==> src/rtl/spi_slave_responder.sv <==
// rtl/spi_slave_responder.sv - SPI slave endpoint (CPOL=0) with tx buffer and rx word output; optional abort reporting via SPI_SLAVE_FRAME_ERR_EN
module spi_slave_responder #(
    parameter int REG_WIDTH   = 32,
    parameter int SYNC_STAGES = 2
) (
    input  logic                              clk,
    input  logic                              rst,
    input  logic                              s_clk,
    input  logic                              cs_n,
    input  logic                              MOSI,
    output logic                              MISO,
    input  logic [REG_WIDTH-1:0]              tx_data,
    input  logic                              tx_valid,
    output logic                              tx_ready,
    output logic [REG_WIDTH-1:0]              rx_data,
    output logic                              rx_valid,
    output logic                              busy,
    output logic                              underrun
`ifdef SPI_SLAVE_FRAME_ERR_EN
    ,
    output logic                              frame_err,
    output logic [$clog2(REG_WIDTH):0]        rx_bits
`endif
);

    localparam int CW = $clog2(REG_WIDTH) + 1;
    localparam logic [CW-1:0] BIT_LAST = CW'(REG_WIDTH);

    typedef enum logic [1:0] {
        S_IDLE  = 2'd0,
        S_ARM   = 2'd1,
        S_SHIFT = 2'd2,
        S_DONE  = 2'd3
    } state_t;

    state_t                 state_q, state_d;
    logic [SYNC_STAGES-1:0] sclk_sync_q, sclk_sync_d;
    logic [SYNC_STAGES-1:0] cs_sync_q, cs_sync_d;
    logic [SYNC_STAGES-1:0] mosi_sync_q, mosi_sync_d;
    logic                   sclk_hist_q, sclk_hist_d;
    logic [CW-1:0]          bit_cnt_q, bit_cnt_d;
    logic [REG_WIDTH-1:0]   rx_shift_q, rx_shift_d;
    logic [REG_WIDTH-1:0]   tx_shift_q, tx_shift_d;
    logic [REG_WIDTH-1:0]   rx_data_q, rx_data_d;
    logic                   rx_valid_q, rx_valid_d;
    logic                   underrun_q, underrun_d;
    logic [REG_WIDTH-1:0]   tx_buf_q, tx_buf_d;
    logic                   tx_full_q, tx_full_d;

    logic sclk_s, cs_s, mosi_s;
    logic sclk_rise, sclk_fall;
    logic consume, tx_load;

    assign sclk_s    = sclk_sync_q[SYNC_STAGES-1];
    assign cs_s      = cs_sync_q[SYNC_STAGES-1];
    assign mosi_s    = mosi_sync_q[SYNC_STAGES-1];
    assign sclk_rise = sclk_s & ~sclk_hist_q;
    assign sclk_fall = ~sclk_s & sclk_hist_q;
    assign tx_load   = tx_valid & ~tx_full_q;

    assign MISO     = tx_shift_q[REG_WIDTH-1];
    assign tx_ready = ~tx_full_q;
    assign rx_data  = rx_data_q;
    assign rx_valid = rx_valid_q;
    assign busy     = (state_q == S_SHIFT);
    assign underrun = underrun_q;

    // Pin synchronizers plus the s_clk history bit used for edge detection
    always_comb begin
        sclk_sync_d = {sclk_sync_q[SYNC_STAGES-2:0], s_clk};
        cs_sync_d   = {cs_sync_q[SYNC_STAGES-2:0], cs_n};
        mosi_sync_d = {mosi_sync_q[SYNC_STAGES-2:0], MOSI};
        sclk_hist_d = sclk_s;
    end

    // Frame FSM: next state, shift registers, rx capture and tx buffer handshake
    always_comb begin
        state_d    = state_q;
        bit_cnt_d  = bit_cnt_q;
        rx_shift_d = rx_shift_q;
        tx_shift_d = tx_shift_q;
        rx_data_d  = rx_data_q;
        rx_valid_d = 1'b0;
        underrun_d = 1'b0;
        tx_buf_d   = tx_buf_q;
        tx_full_d  = tx_full_q;
        consume    = 1'b0;
        case (state_q)
            S_IDLE: begin
                tx_shift_d = '0;
                bit_cnt_d  = '0;
                if (!cs_s) begin
                    state_d = S_ARM;
                end
            end
            S_ARM: begin
                if (cs_s) begin
                    state_d    = S_IDLE;
                    tx_shift_d = '0;
                end else if (sclk_fall) begin
                    consume    = 1'b1;
                    tx_shift_d = tx_full_q ? tx_buf_q : '0;
                    underrun_d = ~tx_full_q;
                    bit_cnt_d  = '0;
                    rx_shift_d = '0;
                    state_d    = S_SHIFT;
                end
            end
            S_SHIFT: begin
                if (bit_cnt_q == BIT_LAST) begin
                    rx_data_d  = rx_shift_q;
                    rx_valid_d = 1'b1;
                    state_d    = S_DONE;
                end else if (cs_s) begin
                    state_d    = S_IDLE;
                    tx_shift_d = '0;
                end else if (sclk_rise) begin
                    rx_shift_d = {rx_shift_q[REG_WIDTH-2:0], mosi_s};
                    bit_cnt_d  = bit_cnt_q + CW'(1);
                end else if (sclk_fall) begin
                    tx_shift_d = {tx_shift_q[REG_WIDTH-2:0], 1'b0};
                end
            end
            S_DONE: begin
                bit_cnt_d = '0;
                state_d   = cs_s ? S_IDLE : S_ARM;
            end
            default: begin
                state_d = S_IDLE;
            end
        endcase
        // A consume in the same cycle as a load sees the old (empty) buffer; the new word waits
        if (consume) begin
            tx_full_d = 1'b0;
        end
        if (tx_load) begin
            tx_full_d = 1'b1;
            tx_buf_d  = tx_data;
        end
    end

    // State and datapath registers, asynchronously cleared
    always_ff @(posedge clk or posedge rst) begin
        if (rst) begin
            state_q     <= S_IDLE;
            sclk_sync_q <= '0;
            cs_sync_q   <= '1;
            mosi_sync_q <= '0;
            sclk_hist_q <= 1'b0;
            bit_cnt_q   <= '0;
            rx_shift_q  <= '0;
            tx_shift_q  <= '0;
            rx_data_q   <= '0;
            rx_valid_q  <= 1'b0;
            underrun_q  <= 1'b0;
            tx_buf_q    <= '0;
            tx_full_q   <= 1'b0;
        end else begin
            state_q     <= state_d;
            sclk_sync_q <= sclk_sync_d;
            cs_sync_q   <= cs_sync_d;
            mosi_sync_q <= mosi_sync_d;
            sclk_hist_q <= sclk_hist_d;
            bit_cnt_q   <= bit_cnt_d;
            rx_shift_q  <= rx_shift_d;
            tx_shift_q  <= tx_shift_d;
            rx_data_q   <= rx_data_d;
            rx_valid_q  <= rx_valid_d;
            underrun_q  <= underrun_d;
            tx_buf_q    <= tx_buf_d;
            tx_full_q   <= tx_full_d;
        end
    end

`ifdef SPI_SLAVE_FRAME_ERR_EN
    logic          frame_err_q, frame_err_d;
    logic [CW-1:0] rx_bits_q, rx_bits_d;

    assign frame_err = frame_err_q;
    assign rx_bits   = rx_bits_q;

    // Abort detection mirrors the SHIFT branch priority: a completed frame is never an abort
    always_comb begin
        frame_err_d = (state_q == S_SHIFT) && cs_s && (bit_cnt_q != BIT_LAST);
        rx_bits_d   = frame_err_d ? bit_cnt_q : rx_bits_q;
    end

    // Abort report registers
    always_ff @(posedge clk or posedge rst) begin
        if (rst) begin
            frame_err_q <= 1'b0;
            rx_bits_q   <= '0;
        end else begin
            frame_err_q <= frame_err_d;
            rx_bits_q   <= rx_bits_d;
        end
    end
`endif

endmodule

==> config.mk <==
export PLATFORM = sky130hd
export DESIGN_NAME = spi_slave_responder
export DESIGN_NICKNAME = d
export VERILOG_FILES = /design/src/rtl/spi_slave_responder.sv
export SDC_FILE = /design/constraint.sdc
export NUM_CORES = 1
export LEC_CHECK = 0
export CORE_UTILIZATION = 50
export DETAILED_ROUTE_END_ITERATION = 16
export GPL_ROUTABILITY_DRIVEN = 0
export PLACE_DENSITY = 0.75
export SYNTH_ARGS = -nofsm -noshare
export SYNTH_HDL_FRONTEND = slang
export SYNTH_SLANG_ARGS = --single-unit
export TNS_END_PERCENT = 5
==> constraint.sdc <==
create_clock -name clk -period 4.9 [get_ports clk]
set_input_delay 0.98 -clock clk [delete_from_list [all_inputs] [get_ports clk]]
set_output_delay 0.98 -clock clk [all_outputs]
set_load 0.01 [all_outputs]
# Word level (Yosys, flattened, before mapping)
# Index checks and enable logic that the tools add are counted.
# totals
reg_bits	146
input_bits	38
out_inout_bits	37
elab_cells	81
# classes
n_addsub	1
eq_ne	14
muxes	37
bitwise_logic	6
reduce_logical	10
# op_table
op	count
32-bit two-way mux	12
32-bit one-hot mux with 3 select lines	1
32-bit one-hot mux with 2 select lines	1
6-bit two-way mux	5
6-bit one-hot mux with 3 select lines	1
1-bit two-way mux	11
2-bit two-way mux	5
2-bit != test (second input constant)	5
5-bit AND reduction	2
2-bit one-hot mux with 4 select lines	1
6-bit by 1-bit adder with 6-bit output (second input constant)	1
6-bit == test (second input constant)	1
3-bit by 1-bit != test with 1-bit output (second input constant)	2
3-bit != test (second input constant)	2
6-bit AND reduction	1
2-bit == test (second input constant)	2
2-bit nonzero test	2
1-bit AND	3
1-bit inverter	3
3-bit AND reduction	1
3-bit nonzero test	1
2-bit by 1-bit == test with 1-bit output (second input constant)	1
2-bit logical NOT	1
2-bit by 1-bit != test with 1-bit output (second input constant)	1
2 further kinds	2

# Depth between registers and ports, before layout
# Gate-level depths: netlist of run 1.
# depth
depth_word	7
depth_mapped	9
mapped_depth_nobuf	7

# Worst setup path before layout of run 1
# Ideal clock, no wire load.
# synth_path
path_type	input to register
from	input port tx_valid
to	register tx_buf_q[0]
setup_ps	125
arrival_time_ps	2005
required_time_ps	4775
path_slack_ps	2770
path_stages	4
path_buffers	2
path_cell_list	nor2b_1 > clkbuf_1 > clkbuf_1 > mux2_2
# synth_between
elab_chain_len	1
# synth_lines
item	line_no	source
start: declaration	13	input logic tx_valid,
1-bit AND	59	assign tx_load = tx_valid & ~tx_full_q;
end signal: assignment	170	tx_buf_q <= tx_buf_d;
end: declaration	47	logic [REG_WIDTH-1:0] tx_buf_q, tx_buf_d;
# Every way passes these cells.
# A chain may end at the register's enable or synchronous reset.

# Worst setup path in the final report of run 1
# layout_path
from	register state_q[0]
to	output port busy
# layout_between
elab_chain_len	1
# layout_lines
item	line_no	source
start: declaration	36	state_t state_q, state_d;
start signal: assignment	159	state_q <= state_d;
2-bit == test	65	assign busy = (state_q == S_SHIFT);
end: declaration	17	output logic busy,
# Every way passes these cells.

==> out/metrics.cfg, run 1 <==
[timing]
rsz0062_at_grt = false
slew_viol_final = 0
timing.fmax_mhz = 305.9
timing.final.crit_share = 0.6672
clock_skew_ps = 10.11
hold_viol_final = 0
whs_ps = 352.8
fin_setup_tns_ps = 0
period_minus_slack_ps = 3269
worstMarginPinSlew_ps = 1263
maxSlewHeadroom = 0.1583
setup_viol_count_final = 0

[final_layout]
fillers = 951
syn2layout_area_growth_pct = 23.92
fin_util = 0.6338
layout_common_cells = dfrtp_1 (144), clkdlybuf4s50_1 (74), mux2_2 (67)
nets = 610
drive_gt1_frac = 0.2496
final_cells = 749
final_common_cell = dfrtp_1
num_antenna_cells = 0

[synthesis]
synth_xor_area_frac = 0
synth_seq_cells = 146
synth_top_family_by_area = multiplexers
synth_cell_type_count = 32
syn_nets = 540
yosys.area_share.simple = 0.07844
synth_seq_area_share = 0.5687
avgSynthCellArea_um2 = 13.01
synth_edf_count = 0
synth_compound_area_frac = 0.05177
postSynthCellCount = 494
synth_area_leaders = dfrtp_1 (56%), mux2_2 (12%), mux2_4 (7.0%)
ys.flop_type = dfrtp_1
syn_area_um2 = 6429
yosys_warnings = 0
netlist.area_leader.share = 0.5605
muxShareOfSynthArea = 0.2404
synthArstFlopShare = 1.000
yosys.area_share.adder = 0.01557
synth_area_leader_cell = dfrtp_1

[route]
vias_per_cell = 5.251
met3WireLength_um = 498
wl_per_cell_um = 16.62
top_layer = met4
wl_met2_mm = 6.177
wl_met1_mm = 5.620
drt_iter0_markers = 241
drt_pass1_iterations = 5
postRouteWirelength_mm = 12.45
postRouteAntennaNets = 0
vias = 3933
drc = 0

[clock_tree]
post_cts_buffers = 0
cts.sinks = 146
h-tree-depth = 4
insertion_delay_ps = 420
clkSlewWorstSetupHoldPaths_ps = 60
cts_buffer_depth = 2
cts-root-buf = clkbuf_16
cts_hold_buf = 0
cts_resized = 0
cts_buffers = 17
tritoncts = yes

[critical_path]
critical-path-max-stage-delay_ps = 670
crit_chain = inv_1 > ha_1 > buf_4 > clkdlybuf4s50_1
criticalPathCategory = register to output pin
worst-path-buf-inv = 3
cp_slowest_cell = clkdlybuf4s50_1
cp.arrival_ps = 2290
worst-path-max-fanout = 42
crit_family = buffers and inverters
crit_path_start_kind = register
cp-end-kind = output pin
cp_data_required_time_ps = 3920

[power_and_ir_drop]
peakVddDrop_v = 0.0002859
cellInternalPower_w = 0.002976
seqPwrFrac = 0.375
p_sw_w = 0.001205
cellPowerDensity_nw_per_um2 = 524.8
swShare = 0.2882
clkPwrFrac = 0.345
power_leakage_nw = 3.509
p_comb_frac = 0.280

[global_route]
antenna_found_initial = 0
grt_pass1_vias = 4146
grt_overflow = 0
grt_pass1_wl_mm = 20.50
grt_max_degree = 95
track_usage = 0.2022

[placement]
dp.final_hpwl_mm = 7.447
portBuffers = 74
dp_cells = 717

[min_path]
hold_class = register to register

[job]
cap_violations = 0

[floorplanning]
io_pins = 75
fp.dieW_um = 115.4
start_util = 0.5115
die_area_um2 = 13310
die_h_um = 115.4
rows = 41
coreArea_um2 = 12570

[outcome]
status = finished clean

metrics by stage:
| step | worst slack, ps | instance area, um2 | power, W |
|---|---|---|---|
| after detailed placement | 1723 | 7302 | 0.002751 |
| after global placement | 1812 | 7302 | 0.002707 |
| after floorplan | 0.3277 | 6429 | 0.002516 |
| after CTS | 1601 | 7966 | 0.004218 |
| after global routing | 1484 | 7966 | 0.004375 |
| final | 1631 | 7966 | 0.004181 |
path summary, 6_finish.rpt:
| path | start | endpoint | slack, ps | depth (start not counted) |
|---|---|---|---|---|
| max in group asynchronous | rst | cs_sync_q[1]$_DFF_PP1_ | 2860 | 3 |
| setup reg to reg | bit_cnt_q[0]$_DFFE_PP0P_ | tx_shift_q[30]$_DFFE_PP0P_ | 1730 | 7 |
| hold / removal | mosi_sync_q[0]$_DFF_PP0_ | mosi_sync_q[1]$_DFF_PP0_ | 350 | 0 |
| hold reg to reg | mosi_sync_q[0]$_DFF_PP0_ | mosi_sync_q[1]$_DFF_PP0_ | 350 | 0 |
| setup / recovery | state_q[0]$_DFFE_PP0P_ | busy | 1630 | 4 |
| min in group asynchronous | rst | tx_buf_q[7]$_DFFE_PP0P_ | 1100 | 2 |
power by group through the flow:
stage | combinational, W | clock (W) | sequential, W
finish | 0.00117 | 0.00144 | 0.00157
global route | 0.00126 | 0.00152 | 0.00159
CTS | 0.00118 | 0.00147 | 0.00157
detailed placement | 0.00117 | 0 | 0.00158
global placement | 0.00113 | 0 | 0.00158
floorplan | 0.000983 | 0 | 0.00153
kinds of logic (layout without fill, tap and decap cells):
| family | count (synthesis) | after routing |
|---|---|---|
| buf+inv | 68 | 151 |
| simple gates | 94 | 94 |
| compound gates | 47 | 47 |
| mux | 131 | 131 |
| fa+ha+maj | 8 | 8 |
| flops | 146 | 146 |
sequential cells by signal, summed over array words and instances (netlist names), 6 cells and up:
name / flops
bit_cnt_q: 6
tx_shift_q: 32
rx_shift_q: 32
rx_data: 32
tx_buf_q: 32
cell type report:
class	count	area, um2	share of cell area
Clock buffer	23	488.0	0.06125
Clock inverter	9	176.4	0.02215
Inverter	39	151.4	0.01900
Multi-Input combinational cell	280	2494	0.3130
Sequential cell	146	3656	0.4589
Tap cell	172	215.2	0.02701
Timing Repair Buffer	80	785.8	0.09863
cell usage after synthesis (2+ instances only):
master and count:
mux2_4 30, dfrtp_1 144, o21ai_0 2, a211oi_1 3
nand3_1 2, inv_1 38, buf_2 7, nor2_1 4
a22oi_1 31, mux2i_1 34, buf_6 3, nand2b_1 6
nor2b_1 35, mux2_2 67, nor3_1 2, nand2_1 36
ha_1 8, a41oi_1 2, dfstp_2 2, a21oi_1 5
and3_1 2, a31oi_1 4, clkbuf_1 18
layer usage:
| layer | track usage | vias up |
|---|---|---|
| li1 | - | 1820 |
| met3 | 0.05482 | 10 |
| met4 | 0.08658 | 0 |
| met1 | 0.2675 | 2027 |
| met2 | 0.3142 | 76 |
| met5 | 0 | - |
Note: power is estimated with default switching activity, not from simulation.
==> run 2, diff against run 1 <==
--- a/config.mk
+++ b/config.mk
@@ -5,10 +5,10 @@
 export SDC_FILE = /design/constraint.sdc
 export NUM_CORES = 1
 export LEC_CHECK = 0
-export CORE_UTILIZATION = 50
+export CORE_UTILIZATION = 55
 export DETAILED_ROUTE_END_ITERATION = 16
 export GPL_ROUTABILITY_DRIVEN = 0
-export PLACE_DENSITY = 0.75
+export PLACE_DENSITY = 0.79
 export SYNTH_ARGS = -nofsm -noshare
 export SYNTH_HDL_FRONTEND = slang
 export SYNTH_SLANG_ARGS = --single-unit
==> constraint.sdc (replaced) <==
create_clock -name clk -period 3.3 [get_ports clk]
set_input_delay 0.66 -clock clk [delete_from_list [all_inputs] [get_ports clk]]
set_output_delay 0.66 -clock clk [all_outputs]
set_load 0.01 [all_outputs]
==> run 2 against run 1 <==
  * Routed wire length shrank 3.0%
  * Largest power group unchanged
  * First-iteration DRC count grew 54%
  * Final cell count shrank 3.5%
  * Highest routed layer unchanged
==> out/metrics.cfg, run 2 (synthesized netlist as in run 1, its figures left out) <==
[outcome]
status = finished clean

[critical_path]
cp-end-kind = register
critical-path-max-stage-delay_ps = 900  ; +230 ps
crit_chain = inv_1 > ha_1 > buf_4 > nand3_2 > inv_2 > or3_2 > mux2_4
cp_data_required_time_ps = 3600  ; -320 ps
cp.arrival_ps = 2950  ; +660 ps
cp_slowest_cell = or3_2
criticalPathCategory = register to register
worst-path-buf-inv = 3  ; unchanged
worst-path-max-fanout = 32  ; -24%
crit_family = simple AND/OR/NAND/NOR gates
crit_path_start_kind = register

[timing]
maxSlewHeadroom = 0.2863  ; +0.1280
clock_skew_ps = 6.964  ; -3.142 ps
worstMarginPinSlew_ps = 1071  ; -192.0 ps
hold_viol_final = 0  ; unchanged
fin_setup_tns_ps = 0  ; unchanged
rsz0062_at_grt = false
period_minus_slack_ps = 2648
setup_viol_count_final = 0  ; unchanged
slew_viol_final = 0  ; unchanged
timing.fmax_mhz = 377.7
timing.final.crit_share = 0.8024

[final_layout]
fillers = 822  ; -14%
finalInstanceArea_um2 = 8015  ; +0.61%
syn2layout_area_growth_pct = 24.68
final_common_cell = dfrtp_1
nets = 614  ; +0.66%
drive_gt1_frac = 0.2569  ; +0.007330
num_antenna_cells = 0  ; unchanged
layout_common_cells = dfrtp_1 (144), clkdlybuf4s50_1 (74), mux2_2 (67)

[floorplanning]
rows = 39  ; -4.9%
coreArea_um2 = 11420  ; -9.1%
io_pins = 75  ; unchanged
fp.dieW_um = 110.1  ; -4.6%
start_util = 0.5630  ; +0.05151
die_area_um2 = 12130  ; -8.9%
die_h_um = 110.1  ; -4.6%

[clock_tree]
clkSlewWorstSetupHoldPaths_ps = 60  ; about the same
cts_buffer_depth = 2  ; unchanged
cts_resized = 0  ; unchanged
insertion_delay_ps = 420  ; about the same
cts_hold_buf = 0  ; unchanged
cts.sinks = 146  ; unchanged
tritoncts = yes
post_cts_buffers = 0  ; unchanged
h-tree-depth = 4  ; unchanged
cts_buffers = 17  ; unchanged
cts-root-buf = clkbuf_16

[global_route]
grt_overflow = 0  ; unchanged
grt_pass1_wl_mm = 19.89  ; -3.0%
grt_pass1_vias = 4079  ; -1.6%
track_usage = 0.2208  ; +0.01860
grt_max_degree = 92  ; -3.2%
antenna_found_initial = 0  ; unchanged

[placement]
portBuffers = 74  ; unchanged
dpl-instance-area_um2 = 7320  ; +0.24%
dp.final_hpwl_mm = 7.493  ; +0.62%

[route]
postRouteWirelength_mm = 12.07  ; -3.0%
drt_iter0_markers = 371  ; +54%
postRouteAntennaNets = 0  ; unchanged
vias_per_cell = 5.358  ; +2.0%
vias = 3874  ; -1.5%
drc = 0  ; unchanged
wl_per_cell_um = 16.70  ; +0.44%
drt_pass1_iterations = 5  ; unchanged

[power_and_ir_drop]
peakVddDrop_v = 0.0007295  ; +160%
power_leakage_nw = 3.544  ; +1.0%
cellPowerDensity_nw_per_um2 = 787.5  ; +50%

[job]
cap_violations = 0  ; unchanged

[min_path]
hold_class = register to register

run 2: layout make-up:
class,count,area (um2),share of cell area
clock inverter,13,256.5,0.03200
inverter,39,150.1,0.01873
timing repair buffer,84,840.8,0.1049
clock buffer,18,439.2,0.05479
tap,143,178.9,0.02232
multi-input combinational,280,2494,0.3111
sequential,146,3656,0.4561
run 2: final timing paths:
kind / cells after the start / slack, ps / startpoint / endpoint
setup / recovery: 7 / 650 / state_q[0]$_DFFE_PP0P_ / tx_shift_q[23]$_DFFE_PP0P_
hold / removal: 0 / 350 / sclk_sync_q[0]$_DFF_PP0_ / sclk_sync_q[1]$_DFF_PP0_
setup reg to reg: 7 / 650 / state_q[0]$_DFFE_PP0P_ / tx_shift_q[23]$_DFFE_PP0P_
hold reg to reg: 0 / 350 / sclk_sync_q[0]$_DFF_PP0_ / sclk_sync_q[1]$_DFF_PP0_
max in group asynchronous: 3 / 2130 / rst / cs_sync_q[0]$_DFF_PP1_
min in group asynchronous: 3 / 720 / rst / tx_buf_q[25]$_DFFE_PP0P_
run 2: through the flow:
stage / hold WS [ps] / worst slack, ps / util / power (W) / std cells
6_report: 348.3 / 652.1 / 0.7020 / 0.006312 / 723
4_1_cts: 346.8 / 648.6 / 0.7020 / 0.006373 / 723
3_3_place_gp: 336.5 / 783.4 / 0.6410 / 0.004029 / 692
3_5_place_dp: 336.5 / 664.6 / 0.6410 / 0.004103 / 692
5_1_grt: 354.5 / 488.4 / 0.7020 / 0.006615 / 723
2_1_floorplan: 331.2 / 808.6 / - / 0.003737 / 494
run 2: layer usage:
metal | global-route usage | vias to the layer above | wire length, um
met5 | 0 | - | 0
met1 | 0.2888 | 1944 | 5362
li1 | - | 1836 | -
met2 | 0.3496 | 74 | 6036
met4 | 0.09492 | 0 | 206
met3 | 0.05761 | 20 | 466
run 2: power by group:
part	internal, W	total [W]	leakage, nW	switching, W
combinational	0.000896	0.00174	1.27	0.000849
sequential	0.00212	0.00233	1.94	0.000210
clock	0.00151	0.00224	0.333	0.000728
total	0.00453	0.00631	3.54	0.00179
